## src/rtl/pll_reset_pkg.sv

```systemverilog
// rtl/pll_reset_pkg.sv - shared state encoding and cycle-count defaults for the PLL reset sequencer
package pll_reset_pkg;

    typedef enum logic [4:0] {
        WAIT_LOCK = 5'b00001,
        STABLE    = 5'b00010,
        HOLD      = 5'b00100,
        CORE_UP   = 5'b01000,
        RUN       = 5'b10000
    } state_t;

    localparam int DEF_SYNC_STAGES         = 2;
    localparam int DEF_LOCK_STABLE_CYCLES  = 1024;
    localparam int DEF_CORE_HOLD_CYCLES    = 16;
    localparam int DEF_PERIPH_DELAY_CYCLES = 64;
    localparam int DEF_LOSS_CNT_W          = 8;

    function automatic int max3(input int a, input int b, input int c);
        int m;
        m = (a > b) ? a : b;
        return (m > c) ? m : c;
    endfunction

endpackage

```

## src/rtl/sync_ff.sv

```systemverilog
// rtl/sync_ff.sv - multi-stage single-bit synchroniser with synchronous clear
module sync_ff #(
    parameter int STAGES = 2
) (
    input  logic clk,
    input  logic clr,
    input  logic d,
    output logic q
);

    logic [STAGES-1:0] sr;

    always_ff @(posedge clk) begin
        if (clr) begin
            sr <= '0;
        end else begin
            sr <= {sr[STAGES-2:0], d};
        end
    end

    assign q = sr[STAGES-1];

endmodule

```

## src/rtl/pll_reset_ctrl.sv

```systemverilog
// rtl/pll_reset_ctrl.sv - qualifies PLL lock and sequences core/peripheral reset release
module pll_reset_ctrl
    import pll_reset_pkg::*;
#(
    parameter int SYNC_STAGES         = DEF_SYNC_STAGES,
    parameter int LOCK_STABLE_CYCLES  = DEF_LOCK_STABLE_CYCLES,
    parameter int CORE_HOLD_CYCLES    = DEF_CORE_HOLD_CYCLES,
    parameter int PERIPH_DELAY_CYCLES = DEF_PERIPH_DELAY_CYCLES,
    parameter int LOSS_CNT_W          = DEF_LOSS_CNT_W
) (
    input  logic                  clk90,
    input  logic                  rst,
    input  logic                  locked,
    output logic                  rst_core,
    output logic                  rst_periph,
    output logic                  ready,
    output logic [LOSS_CNT_W-1:0] lock_loss_cnt
);

    localparam int CNT_W = $clog2(max3(LOCK_STABLE_CYCLES, CORE_HOLD_CYCLES, PERIPH_DELAY_CYCLES)) + 1;
    localparam logic [CNT_W-1:0] STABLE_LAST = CNT_W'(LOCK_STABLE_CYCLES - 1);
    localparam logic [CNT_W-1:0] HOLD_LAST   = CNT_W'(CORE_HOLD_CYCLES - 1);
    localparam logic [CNT_W-1:0] PERIPH_LAST = CNT_W'(PERIPH_DELAY_CYCLES - 1);

    logic             locked_s;
    state_t           state;
    state_t           state_nx;
    logic [CNT_W-1:0] cnt;
    logic [CNT_W-1:0] cnt_nx;
    logic             loss_ev;

    sync_ff #(
        .STAGES (SYNC_STAGES)
    ) u_lock_sync (
        .clk (clk90),
        .clr (rst),
        .d   (locked),
        .q   (locked_s)
    );

    // A loss only counts once lock had qualified (HOLD onwards).
    always_comb begin
        state_nx = state;
        loss_ev  = 1'b0;
        case (state)
            WAIT_LOCK: if (locked_s) state_nx = STABLE;
            STABLE: begin
                if (!locked_s)               state_nx = WAIT_LOCK;
                else if (cnt == STABLE_LAST) state_nx = HOLD;
            end
            HOLD: begin
                if (!locked_s) begin
                    state_nx = WAIT_LOCK;
                    loss_ev  = 1'b1;
                end else if (cnt == HOLD_LAST) begin
                    state_nx = CORE_UP;
                end
            end
            CORE_UP: begin
                if (!locked_s) begin
                    state_nx = WAIT_LOCK;
                    loss_ev  = 1'b1;
                end else if (cnt == PERIPH_LAST) begin
                    state_nx = RUN;
                end
            end
            RUN: begin
                if (!locked_s) begin
                    state_nx = WAIT_LOCK;
                    loss_ev  = 1'b1;
                end
            end
            default: state_nx = WAIT_LOCK;
        endcase
    end

    always_comb begin
        cnt_nx = '0;
        if (state_nx == state && (state == STABLE || state == HOLD || state == CORE_UP)) begin
            cnt_nx = cnt + 1'b1;
        end
    end

    // Outputs decode state_nx so they move on the same edge as the state register.
    always_ff @(posedge clk90) begin
        if (rst) begin
            state         <= WAIT_LOCK;
            cnt           <= '0;
            rst_core      <= 1'b1;
            rst_periph    <= 1'b1;
            ready         <= 1'b0;
            lock_loss_cnt <= '0;
        end else begin
            state      <= state_nx;
            cnt        <= cnt_nx;
            rst_core   <= (state_nx == WAIT_LOCK) || (state_nx == STABLE) || (state_nx == HOLD);
            rst_periph <= (state_nx != RUN);
            ready      <= (state_nx == RUN);
            if (loss_ev && lock_loss_cnt != '1) begin
                lock_loss_cnt <= lock_loss_cnt + 1'b1;
            end
        end
    end

endmodule

```

## config.mk

```make
export PLATFORM = sky130hd
export DESIGN_NAME = pll_reset_ctrl
export DESIGN_NICKNAME = d
export VERILOG_FILES = /design/src/rtl/pll_reset_pkg.sv /design/src/rtl/sync_ff.sv /design/src/rtl/pll_reset_ctrl.sv
export SDC_FILE = /design/constraint.sdc
export NUM_CORES = 1
export LEC_CHECK = 0
export ABC_AREA = 1
export ABC_CLOCK_PERIOD_IN_PS = 1800
export BUFFER_PORTS_ARGS = -buffer_cell sky130_fd_sc_hd__buf_4
export CAP_MARGIN = 30
export CORE_UTILIZATION = 50
export CTS_BUF_LIST = sky130_fd_sc_hd__clkbuf_16
export DETAILED_ROUTE_END_ITERATION = 10
export GPL_ROUTABILITY_DRIVEN = 0
export GPL_TIMING_DRIVEN = 1
export PLACE_DENSITY = 0.72
export SLEW_MARGIN = 25
export SYNTH_ARGS = -nofsm -noshare
export SYNTH_HDL_FRONTEND = slang
export SYNTH_SLANG_ARGS = --single-unit
```

## constraint.sdc

```tcl
create_clock -name clk90 -period 1.8 [get_ports clk90]
set_input_delay 0.36 -clock clk90 [delete_from_list [all_inputs] [get_ports clk90]]
set_output_delay 0.36 -clock clk90 [all_outputs]
set_load 0.005 [all_outputs]
```

# Word-level counts from Yosys, hierarchy flattened
# Index checks and enable logic that the tools add are counted.
[word_totals]
regBits = 29
in_bits = 3
output_inout_bits = 11
word_cells = 44
[op_classes]
add_sub_neg = 2
n_eq_ne = 15
mux = 11
bitwise = 1
reduce_logical = 8
[ops]
columns = ["op", "count"]
rows = [
  ["$mux W5", 8],
  ["$pmux W5 S5", 1],
  ["$add A11 B1 Y11 const B", 1],
  ["$eq A11 B10 Y1 const B", 1],
  ["$eq A11 B4 Y1 const B", 1],
  ["$eq A11 B6 Y1 const B", 1],
  ["$eq A5 B1 Y1 const B", 2],
  ["$eq A5 B2 Y1 const B", 2],
  ["$eq A5 B3 Y1 const B", 2],
  ["$eq A5 B5 Y1 const B", 2],
  ["$add A8 B1 Y8 const B", 1],
  ["$ne A8 B8 Y1 const B", 1],
  ["$eq A5 B4 Y1 const B", 1],
  ["$eq A5 B5 Y1", 1],
  ["$ne A5 B5 Y1 const B", 1],
  ["$logic_or A1 B1 Y1", 4],
  ["$reduce_or A3 Y1", 1],
  ["$logic_and A1 B1 Y1", 2],
  ["$mux W1", 2],
  ["$reduce_or A2 Y1", 1],
  ["$not A1 Y1", 1],
]

# Depth between registers and ports, before layout
[depth]
depth_word = 8
depth_mapped = 13
ltp_nobuf = 12

# Cells and area by module
# From an unflattened synthesis, not the netlist that was laid out.
[hier_totals]
cells_unflattened = 205
hier_area_um2 = 1457.6
[by_module_without_submodules]
columns = ["module", "instances", "cells_per_inst", "area_each_um2", "seq_area_each_um2"]
rows = [
  ["pll_reset_ctrl", 1, 199, 1402.6, 540.5],
  ["sync_ff", 1, 6, 55.1, 40.0],
]

# Worst setup path before layout
# Ideal clock, no wire load.
[synth_path]
kind = "reg2reg"
startpoint = "register cnt[0]"
endpoint = "register cnt[6]"
setup_ns = 0.117
arrival_time_ns = 1.464
required_time_ns = 1.683
setup_slack_ns = 0.219
stages_incl_launch_ff = 12
n_path_buf = 1
synth_period_minus_slack_ns = 1.581
path_cell_list = "dfxtp_1 -> ha_1 -> nand3_1 -> nor2_1 -> nand2_1 -> nand2_1 -> nand3_1 -> nand3_1 -> nor2_2 -> nand3_2 -> buf_6 -> nor2_2"
[synth_via]
elab_chain_cells = 8
word_cells_on_any_way = 15
cone_classes = "add/sub (1); eq/ne (4); mux (7); bitwise (1); reduce/logical (2)"
[synth_rtl]
columns = ["item", "line", "rtl"]
rows = [
  ["start: declaration", "pll_reset_ctrl.sv:28", "logic [CNT_W-1:0] cnt;"],
  ["start signal: assignment", "pll_reset_ctrl.sv:95", "cnt <= cnt_nx;"],
  ["$eq A11 B6 Y1, or another cell as far along", "pll_reset_ctrl.sv:63", "end else if (cnt == PERIPH_LAST) begin"],
  ["$mux W5 (on tied branches)", "pll_reset_ctrl.sv:63, pll_reset_ctrl.sv:55, pll_reset_ctrl.sv:49", ""],
  ["$mux W5 (on tied branches)", "pll_reset_ctrl.sv:60, pll_reset_ctrl.sv:52, pll_reset_ctrl.sv:48", ""],
  ["$pmux W5 S5", "pll_reset_ctrl.sv:45", "case (state)"],
  ["$eq A5 B5 Y1", "pll_reset_ctrl.sv:79", "if (state_nx == state && (state == STABLE || state == HOLD || state == CORE_UP)) begin"],
  ["$logic_and A1 B1 Y1", "pll_reset_ctrl.sv:79", ""],
  ["$not A1 Y1 (no line)", "--", ""],
  ["$reduce_or A2 Y1 (no line)", "--", ""],
]
# Several ways; a longest one is shown, not always the timed one.
# A chain may end at the register's enable or synchronous reset.

# Final worst setup path
[layout_path]
startpoint = "register state[4]"
endpoint = "register cnt[0]"
[layout_via]
elab_chain_cells = 7
word_cells_on_any_way = 20
cone_classes = "eq/ne (6); mux (9); bitwise (1); reduce/logical (4)"
[layout_rtl]
columns = ["item", "line", "rtl"]
rows = [
  ["start: declaration", "pll_reset_ctrl.sv:26", "state_t state;"],
  ["start signal: assignment", "pll_reset_ctrl.sv:94", "state <= state_nx;"],
  ["$mux W5 (on tied branches)", "pll_reset_ctrl.sv:63, pll_reset_ctrl.sv:55, pll_reset_ctrl.sv:49", ""],
  ["$mux W5 (on tied branches)", "pll_reset_ctrl.sv:60, pll_reset_ctrl.sv:52, pll_reset_ctrl.sv:48", ""],
  ["$pmux W5 S5", "pll_reset_ctrl.sv:45", ""],
  ["$eq A5 B5 Y1", "pll_reset_ctrl.sv:79", ""],
  ["$logic_and A1 B1 Y1 (*)", "pll_reset_ctrl.sv:79", ""],
  ["$not A1 Y1 (no line) (*)", "--", ""],
  ["$reduce_or A2 Y1 (no line) (*)", "--", ""],
]
# Mark *: on every way between the ends. The rest lies on a longest branch, timed or not.

==> run metrics <==
Initial Util=53.8%; Peak supply drop=0.000813 V; Final WS setup=0.130 ns; share of cells above drive strength 1=26.7%; DR iter-0 viols=31; Clock Power Share=53.0%; EDFF count, synth=0; status=finished clean; CTS Buf Count=5; period utilization=92.8%; crit path max fanout=6; die footprint=3270 sq um; chip width=57.2 um; Net Sw Power=297 uW; Placed Cells=257; overall global routing resource usage=20.6%; GRT overflow=0; Mapped Cells=212; Clock Path Buffers=2; I/O Pins=14; syn nets=217; Detailed Route WL=3040 um; largest net degree at the start of global routing=12; nets@finish=240; CP Buf/Inv Count=2; clock sink count=29; Seq/Total Area, Yosys=38.1%; routed length per instance=11.4 um; final setup violating endpoints=0; Clock Tree Root=clkbuf_16; critical path type=register to register; Critical Path Start Type=register; Async S/R FF share, synth=0%; core footprint=2830 sq um; largest area contributor in the netlist=dfxtp_1; commonest cells in the netlist=nand2_1, dfxtp_1, nor2_1; Die Y=57.2 um; Yosys warnings=0; FMAX=0.599 GHz; worst rel slew slack=78.4%; Vias=1422; Leak Pwr=0.000766 uW; TritonCTS clock tree=built; area share of the largest cell type after synthesis=38.1%; Post-Place Setup Slack=0.0723 ns; hold_ws=0.294 ns; initial antenna violation count=0; Pwr Total=1450 uW; clk_skew=0.00375 ns; post-synth cell types=24; Arr. time, crit path=1.88 ns; logic gate share of total power=2.2%; Residual DRC=0; top_reg_cell synth=dfxtp_1; DRT Pass-1 Iters=5; RSZ-0062 raised after global routing=yes; internal power=1160 uW; CP Cell Sequence=inv_1, nand2_2, nor2_1, nand4_1, nand3_2, nand2_1, nor2_2, nand3_2, buf_12, nor2_1; vias per cell=5.33; vias in the first global route=1211; largest stage delay on the critical path=0.33 ns; CTS clock-pin slew for the worst setup and hold paths=0.05 ns; Critical-path top delay cell=dfxtp_1; final antenna-violating net count=0; Netlist Area Pre-Place=1520 sq um; Pwr Density=772 nW/um^2; max cap viols=0; Max H-tree Level=2; min cycle time layout=1.67 ns; dominant cells by area after synthesis=dfxtp_1, nand2_1, nor2_1; Req. time, crit path=2.01 ns; Synth Area per Inst=7.18 sq um; Final Hold Fails=0; top-count cell post-synth=nand2_1; #FFs+latches synth=29; Port Buffers=13; Non-Filler Instances=267; crit-path leading delay family=simple AND/OR/NAND/NOR gates; worst min-delay path class=primary input to register; Tightest Pin Transition=0.324 ns; final-report max-slew violation count=0; diode count=0; # rows=19; CP Capture Type=register; DP HPWL=2070 um; sw frac=20.4%; later-pin clock latency in the skew report=0.27 ns; Flop pwr share=44.8%; first-pass GRT wire length=5090 um; area delta synth->final=23.7%
-- path summary, 6_finish.rpt --
| check | slack, ns | cells past startpoint | end | start |
|---|---|---|---|---|
| worst max-delay path | 0.13 | 10 | cnt[0]$_SDFF_PP0_ | state[4]$_SDFF_PP0_ |
| worst min-delay path | 0.29 | 3 | u_lock_sync.sr[0]$_SDFF_PP0_ | locked |
| worst max register to register | 0.13 | 10 | cnt[0]$_SDFF_PP0_ | state[4]$_SDFF_PP0_ |
| worst min register to register | 0.41 | 2 | u_lock_sync.sr[1]$_SDFF_PP0_ | u_lock_sync.sr[0]$_SDFF_PP0_ |
-- layout by cell type (no fill, tap or decap) --
master	count
nand2_2	6
clkinv_2	1
nor2_2	14
nor2_4	4
xnor2_1	3
dfxtp_1	23
a31oi_1	2
dfxtp_2	6
buf_4	17
ha_1	1
nor2_1	29
nand4_1	7
buf_12	1
o21ai_0	4
clkinv_1	3
xor2_1	7
nand3_1	14
a21boi_0	2
inv_2	1
a21oi_1	9
nand3_2	6
o211ai_1	1
nand2_1	39
nor3_1	4
clkbuf_16	6
ha_4	1
inv_1	25
-- kinds of logic after synthesis --
family                   count (synthesis)  share of synthesized area (%)
buffers and inverters                   30                           8.22
XOR/XNOR                                10                           5.75
adder cells (fa/ha/maj)                  2                           1.64
AND/OR/NAND/NOR                        123                           39.7
AO/OA/AOI/OAI                           18                           6.57
flip-flops                              29                           38.1
-- worst min-delay path: stages --
cell,delay [ns]
buf_4,0.08
inv_1,0.03
nor2_1,0.07
-- flip-flops by register name (all words and copies together) (netlist names) --
name,cells
cnt,11
ready,1
rst_periph,1
lock_loss_cnt,8
state,5
u_lock_sync.sr,2
rst_core,1
-- metrics by stage --
step / TNS [ns] / utilization [%] / instance area, sq um
after detailed placement: 0 / 59.3 / 1680
after floorplan: 0 / - / 1520
after global routing: -0.0184 / 66.6 / 1880
after global placement: 0 / 59.3 / 1680
final: 0 / 66.6 / 1880
after CTS: 0 / 64.2 / 1820
-- power by group through the flow --
stage	Clock [uW]	Sequential (uW)	Combinational (uW)
5_1_grt	818	651	35.7
4_1_cts	791	652	31.6
6_report	770	652	31.5
3_5_place_dp	0	664	30.7
3_3_place_gp	0	664	29.9
2_1_floorplan	0	662	22.9
-- area by class of cell --
cell class,count,area [sq um]
Clock inverter,3,12.5
Sequential cell,29,588
Multi-Input combinational cell,153,845
Timing Repair Buffer,19,173
Inverter,27,101
Clock buffer,5,125
Tap cell,31,38.8
Fill cell,251,946
-- layer usage --
metal	track usage [%]	up-vias	part of all wire [%]
met5	0	-	0
met4	13.2	0	4.1
met3	6.80	14	5.5
met2	29.9	47	44
met1	26.4	635	46
li1	-	726	-
-- timing repair --
action	CTS	global route
buffers inserted	0	1
endpoints found under the hold margin	0	0
hold buffers	0	0
setup endpoints to repair	0	11
resized for setup	0	12
(Power assumes the default switching activity.)
